<file path="src/rtl/instr_fetch_unit_if.sv">
// Signal bundle between the fetch unit, instruction memory, the redirect
// source and the decoder. The fetch unit side uses the master modport.
interface instr_fetch_unit_if;
    logic        imem_req;
    logic [31:0] imem_addr;
    logic [31:0] imem_rdata;
    logic        imem_ack;
    logic        redirect;
    logic [31:0] redirect_pc;
    logic        instr_accept;
    logic        instr_valid;
    logic [31:0] instr;
    logic [5:0]  op;
    logic [31:0] pc;
    logic [31:0] pcplus4;

    // Memory handshake: a word transfers in any cycle where imem_req && imem_ack;
    // imem_addr is held while imem_req stays high. The decoder consumes the
    // presented instruction in any cycle where instr_valid && instr_accept.
    modport master (
        output imem_req, imem_addr, instr_valid, instr, op, pc, pcplus4,
        input  imem_rdata, imem_ack, redirect, redirect_pc, instr_accept
    );

    modport slave (
        input  imem_req, imem_addr, instr_valid, instr, op, pc, pcplus4,
        output imem_rdata, imem_ack, redirect, redirect_pc, instr_accept
    );
endinterface

</file>
<file path="src/rtl/instr_fetch_unit.sv">
// Fetch stage: owns the program counter, fetches over req/ack, presents one
// instruction at a time to the decoder and drops fetches made stale by redirects.
module instr_fetch_unit #(
    parameter logic [31:0] RESET_PC = 32'h0000_0000
) (
    input  logic                       clk,
    input  logic                       reset,
    instr_fetch_unit_if.master         bus,
    output logic [1:0]                 state_dbg
);

    typedef enum logic [1:0] {
        FETCH = 2'd0,
        HOLD  = 2'd1,
        DRAIN = 2'd2
    } state_t;

    localparam logic [31:0] RESET_PC_ALIGNED = {RESET_PC[31:2], 2'b00};

    state_t      state;
    logic [31:0] fetch_pc;
    logic [31:0] pend_pc;
    logic [31:0] instr_reg;
    logic [31:0] pc_reg;
    logic        valid_reg;
    logic [31:0] target_pc;
    logic [31:0] instr_out;

    assign target_pc = {bus.redirect_pc[31:2], 2'b00};

    always_ff @(posedge clk or posedge reset) begin
        if (reset) begin
            state     <= FETCH;
            fetch_pc  <= RESET_PC_ALIGNED;
            pend_pc   <= 32'h0;
            instr_reg <= 32'h0;
            pc_reg    <= 32'h0;
            valid_reg <= 1'b0;
        end else begin
            case (state)
                FETCH: begin
                    if (bus.imem_ack) begin
                        if (bus.redirect) begin
                            fetch_pc <= target_pc;
                        end else begin
                            instr_reg <= bus.imem_rdata;
                            pc_reg    <= fetch_pc;
                            fetch_pc  <= fetch_pc + 32'd4;
                            valid_reg <= 1'b1;
                            state     <= HOLD;
                        end
                    end else if (bus.redirect) begin
                        // The request in flight cannot be withdrawn; park the target.
                        pend_pc <= target_pc;
                        state   <= DRAIN;
                    end
                end
                HOLD: begin
                    if (bus.redirect) begin
                        fetch_pc  <= target_pc;
                        valid_reg <= 1'b0;
                        state     <= FETCH;
                    end else if (bus.instr_accept) begin
                        valid_reg <= 1'b0;
                        state     <= FETCH;
                    end
                end
                DRAIN: begin
                    if (bus.imem_ack) begin
                        fetch_pc <= bus.redirect ? target_pc : pend_pc;
                        state    <= FETCH;
                    end else if (bus.redirect) begin
                        pend_pc <= target_pc;
                    end
                end
                default: begin
                    valid_reg <= 1'b0;
                    state     <= FETCH;
                end
            endcase
        end
    end

    // Gating with reset makes the request drop the instant reset rises.
    assign bus.imem_req    = !reset && (state != HOLD);
    assign bus.imem_addr   = fetch_pc;
    assign bus.instr_valid = valid_reg;
    assign instr_out       = valid_reg ? instr_reg : 32'h0;
    assign bus.instr       = instr_out;
    assign bus.op          = instr_out[31:26];
    assign bus.pc          = pc_reg;
    assign bus.pcplus4     = pc_reg + 32'd4;
    assign state_dbg       = state;

endmodule

</file>
<file path="src/flat_wrapper.sv">
// flat-port wrapper written by rule: the top's interface ports become plain ports
module instr_fetch_unit_flat 
#(
    parameter logic [31:0] RESET_PC = 32'h0000_0000
)
  (clk, reset, state_dbg, bus_imem_req, bus_imem_addr, bus_instr_valid, bus_instr, bus_op, bus_pc, bus_pcplus4, bus_imem_rdata, bus_imem_ack, bus_redirect, bus_redirect_pc, bus_instr_accept);
  instr_fetch_unit_if bus_i ();
  input  logic clk;
  input  logic reset;
  output logic [1:0] state_dbg;
  output wire logic [$bits(bus_i.imem_req)-1:0] bus_imem_req;
  output wire logic [$bits(bus_i.imem_addr)-1:0] bus_imem_addr;
  output wire logic [$bits(bus_i.instr_valid)-1:0] bus_instr_valid;
  output wire logic [$bits(bus_i.instr)-1:0] bus_instr;
  output wire logic [$bits(bus_i.op)-1:0] bus_op;
  output wire logic [$bits(bus_i.pc)-1:0] bus_pc;
  output wire logic [$bits(bus_i.pcplus4)-1:0] bus_pcplus4;
  input wire logic [$bits(bus_i.imem_rdata)-1:0] bus_imem_rdata;
  input wire logic [$bits(bus_i.imem_ack)-1:0] bus_imem_ack;
  input wire logic [$bits(bus_i.redirect)-1:0] bus_redirect;
  input wire logic [$bits(bus_i.redirect_pc)-1:0] bus_redirect_pc;
  input wire logic [$bits(bus_i.instr_accept)-1:0] bus_instr_accept;
  assign bus_imem_req = bus_i.imem_req;
  assign bus_imem_addr = bus_i.imem_addr;
  assign bus_instr_valid = bus_i.instr_valid;
  assign bus_instr = bus_i.instr;
  assign bus_op = bus_i.op;
  assign bus_pc = bus_i.pc;
  assign bus_pcplus4 = bus_i.pcplus4;
  assign bus_i.imem_rdata = bus_imem_rdata;
  assign bus_i.imem_ack = bus_imem_ack;
  assign bus_i.redirect = bus_redirect;
  assign bus_i.redirect_pc = bus_redirect_pc;
  assign bus_i.instr_accept = bus_instr_accept;
  instr_fetch_unit #(.RESET_PC(RESET_PC)) u_core (.clk(clk), .reset(reset), .bus(bus_i), .state_dbg(state_dbg));
endmodule
</file>
<file path="config.mk">
export PLATFORM = sky130hd
export DESIGN_NAME = instr_fetch_unit_flat
export DESIGN_NICKNAME = d
export VERILOG_FILES = /design/src/rtl/instr_fetch_unit_if.sv /design/src/rtl/instr_fetch_unit.sv /design/src/flat_wrapper.sv
export SDC_FILE = /design/constraint.sdc
export NUM_CORES = 1
export LEC_CHECK = 0
export CAP_MARGIN = 30
export CORE_ASPECT_RATIO = 0.8
export CORE_MARGIN = 2
export CORE_UTILIZATION = 52
export CTS_CLUSTER_DIAMETER = 60
export DETAILED_ROUTE_END_ITERATION = 12
export PLACE_DENSITY = 0.86
export SLEW_MARGIN = 20
export SYNTH_ARGS = -nofsm -noshare
export SYNTH_HDL_FRONTEND = slang
export SYNTH_SLANG_ARGS = --single-unit
</file>
<file path="constraint.sdc">
create_clock -name clk -period 6.9 [get_ports clk]
set_input_delay 1.035 -clock clk [delete_from_list [all_inputs] [get_ports clk]]
set_output_delay 1.035 -clock clk [all_outputs]
set_load 0.02 [all_outputs]
</file>
==> flow_summary.ini <==
[synth]
synth_top_area_share_pct = 44.73
synth_compound_area_share_pct = 15.09
synth_edf_count = 0
synth_flop_cell = dfrtp_1
syn_avg_cell_area_um2 = 10.24
yosys.area_share.adder_pct = 1.024
syn_inst = 716
syn-num-nets = 791
synth.area.mux_share_pct = 15.09
synth_xor_area_share_pct = 3.824
async_flop_share_pct = 100.0
synth_top_cells_by_area = dfrtp_1 (45%), mux2_2 (14%), and2_1 (3.2%), xnor2_1 (3.0%), nand2_1 (2.8%)
yosys_warnings = 0
syn_area_um2 = 7328
yosysSeqAreaShare_pct = 44.73
ys_types = 64
yosys_register_bits = 131
yosys.area_share.simple_pct = 15.72
yosysTopAreaCell = dfrtp_1
synth_top_family_by_area = simple AND/OR/NAND/NOR gates

[placement]
io_buffers = 204
dp_hpwl_um = 14530
place.gp.congestion = 0.8966

[hold_path]
hold_path_class = flop to flop
hold_start = u_core.instr_reg[22]
whs_endpoint = u_core.instr_reg[22]
whs_path_depth = 1

[critical_path]
reg2reg_from = u_core.state_dbg[0]
cpPeakStageDelay_ns = 0.65
path_cells = ha_1 > nand3_1 > nor3_1 > and3_1 > nand2_1 > xnor2_1 > clkdlybuf4s50_1
worstPathRequired_ns = 5.86
crit_start = u_core.bus.pc[2]
timing.rr.end = u_core.bus.imem_addr[17]
path_class = flop to output pin
startpoint_type = flop
cp_max_fo = 7
r2r_cells = 8
path_buf_inv = 1
crit_family = simple AND/OR/NAND/NOR gates
r2r_slack_ns = 3.79
critPathArrivalTime_ns = 3.04
crit_path_end_kind = output pin
slowest_stage = clkdlybuf4s50_1

[clock_network]
cts_buffers = 17
cts_sinks = 131
cts_resized = 0
holdBufCountCts = 0
cts_max_level = 4
cts_tree = done
clkTransAtPathRegs_ns = 0.06
insertion_delay_ns = 0.41
cts_max_path_buffers = 2
post_cts_buffers = 0
clockRootBuffer = clkbuf_16

[power_and_ir_drop]
power_frac_comb_pct = 51.7
cellPowerDensity_nw_per_um2 = 526.4
ir_drop_mv = 0.3507
p_int_w = 0.003148
p_leak_nw = 4.150
power.switching_w = 0.002187
power_frac_clock_pct = 18.8
p_sw_share_pct = 40.99
seqPwrFrac_pct = 29.5

[die]
dieHeight_um = 110.2
ioPinCount = 207
dieArea_um2 = 15060
die_w_um = 136.7
coreArea_um2 = 13650
initial_utilization_pct = 53.70
fp-row-count = 38

[grt]
antenna_found_initial = 0
grt_pass1_wl_um = 32110
grt_pass1_vias = 5867
grt_max_degree = 72
grtUsageTotal_pct = 27.82
grt-ovfl-total = 0

[sta]
setup_tns_ns = 0
slew-limit-headroom_pct = 37.30
worst_pin_slew_ns = 0.9405
fmax_ghz = 0.2453
finalClockSkew_ns = 0.008712
setup_viol = 0
post-route-period-util_pct = 59.08
hold_violations = 0
rsz0062_at_grt = false
timing.final.crit_period_ns = 4.077
maxSlewViolCount = 0

[route]
ant_nets = 0
vias = 6486
routed_wirelength_um = 20690
firstDrtPassIters = 6
drt_iter0_drc = 561
viasPerCell = 5.967
post_drt_wl_per_cell_um = 19.03
drc_errors = 0

[finish]
layout.nets = 969
n_fill_cell = 957
drive_above_1_share_pct = 16.10
fin_util_pct = 74.26
antennaDiodeCount = 0
multi_input_area_um2 = 3739
area_growth_pct = 38.28
regArea_um2 = 3278

[run_status]
outcome = finished clean

[run]
maxCapViolCount = 0
-- stage by stage --
stage	hold slack, ns	setup WS, ns	area [um2]	std cells	total power [W]
2_1_floorplan	0.4534	2.367	7328	716	0.003158
3_3_place_gp	0.4681	3.307	9394	1051	0.004219
3_5_place_dp	0.4840	3.242	9429	1053	0.004300
4_1_cts	0.4971	2.838	10100	1085	0.005321
5_1_grt	0.5061	2.651	10130	1087	0.005643
6_report	0.4945	2.823	10130	1087	0.005335
-- cells by family after synthesis --
logic type | Yosys count
simple gates | 218
compound gates | 156
flops | 131
mux | 99
buf+inv | 74
xor+xnor | 32
fa+ha+maj | 6
-- Yosys cell counts, drive strengths merged, types with 12 or more instances --
library cell	instances
and2	38
dfrtp	131
buf	27
o21ai	35
nor3	14
mux2	92
nand2	54
a22o	12
nand3	26
and3	16
nor2	31
clkbuf	27
a221oi	20
inv	19
a21oi	27
xnor2	25
-- power groups by stage --
stage / clock, W / combinational, W / sequential (W)
4_1_cts: 0.00102 / 0.00274 / 0.00156
2_1_floorplan: 0 / 0.00152 / 0.00164
5_1_grt: 0.00106 / 0.00295 / 0.00163
3_3_place_gp: 0 / 0.00267 / 0.00155
3_5_place_dp: 0 / 0.00273 / 0.00157
6_report: 0.00100 / 0.00276 / 0.00157
-- worst max-delay path by stage --
stage,end,cells after the start
3_5_place_dp,u_core.bus.pc[20],5
6_report,bus_pcplus4[22],7
2_1_floorplan,u_core.bus.imem_addr[0],1
5_1_grt,bus_pcplus4[26],7
4_1_cts,bus_pcplus4[22],7
3_3_place_gp,u_core.instr_reg[4],5
-- metal layers --
layer	track usage, %	vias up	part of all wire [%]
met5	0	-	0
met4	8.929	0	2.2
met3	6.584	36	9.3
met2	43.79	339	47
met1	38.28	3120	41
li1	-	2991	-
-- layout make-up --
| class | count | share of cell area (%) |
|---|---|---|
| sequential | 131 | 32.35 |
| clock buffer | 20 | 4.605 |
| clock inverter | 12 | 2.000 |
| tap | 180 | 2.222 |
| timing repair buffer | 213 | 21.16 |
| inverter | 20 | 0.7655 |
| multi-input combinational | 511 | 36.89 |
-- placed cells by master, fill, tap and decap left out, types with 3 or more instances in the layout --
cell type,instances
nand3_1,25
xor2_1,7
nor3_1,12
and3_1,14
buf_4,6
a211o_1,5
nand2_1,54
clkinvlp_4,4
a21oi_1,27
clkdlybuf4s50_1,203
a22o_1,12
mux2_2,92
and2_1,38
o31ai_1,11
a21boi_0,3
clkbuf_8,3
mux2i_1,7
ha_1,6
and4_1,8
a221o_1,4
clkbuf_16,17
a221oi_1,20
o41ai_1,4
or3_1,3
o31a_1,4
inv_1,17
o21ai_0,35
bufinv_16,5
nand4_1,10
nor2_1,31
a211oi_1,3
a21o_1,3
nor2b_1,4
nor4_1,7
dfrtp_1,131
xnor2_1,25
(Power assumes the default switching activity.)
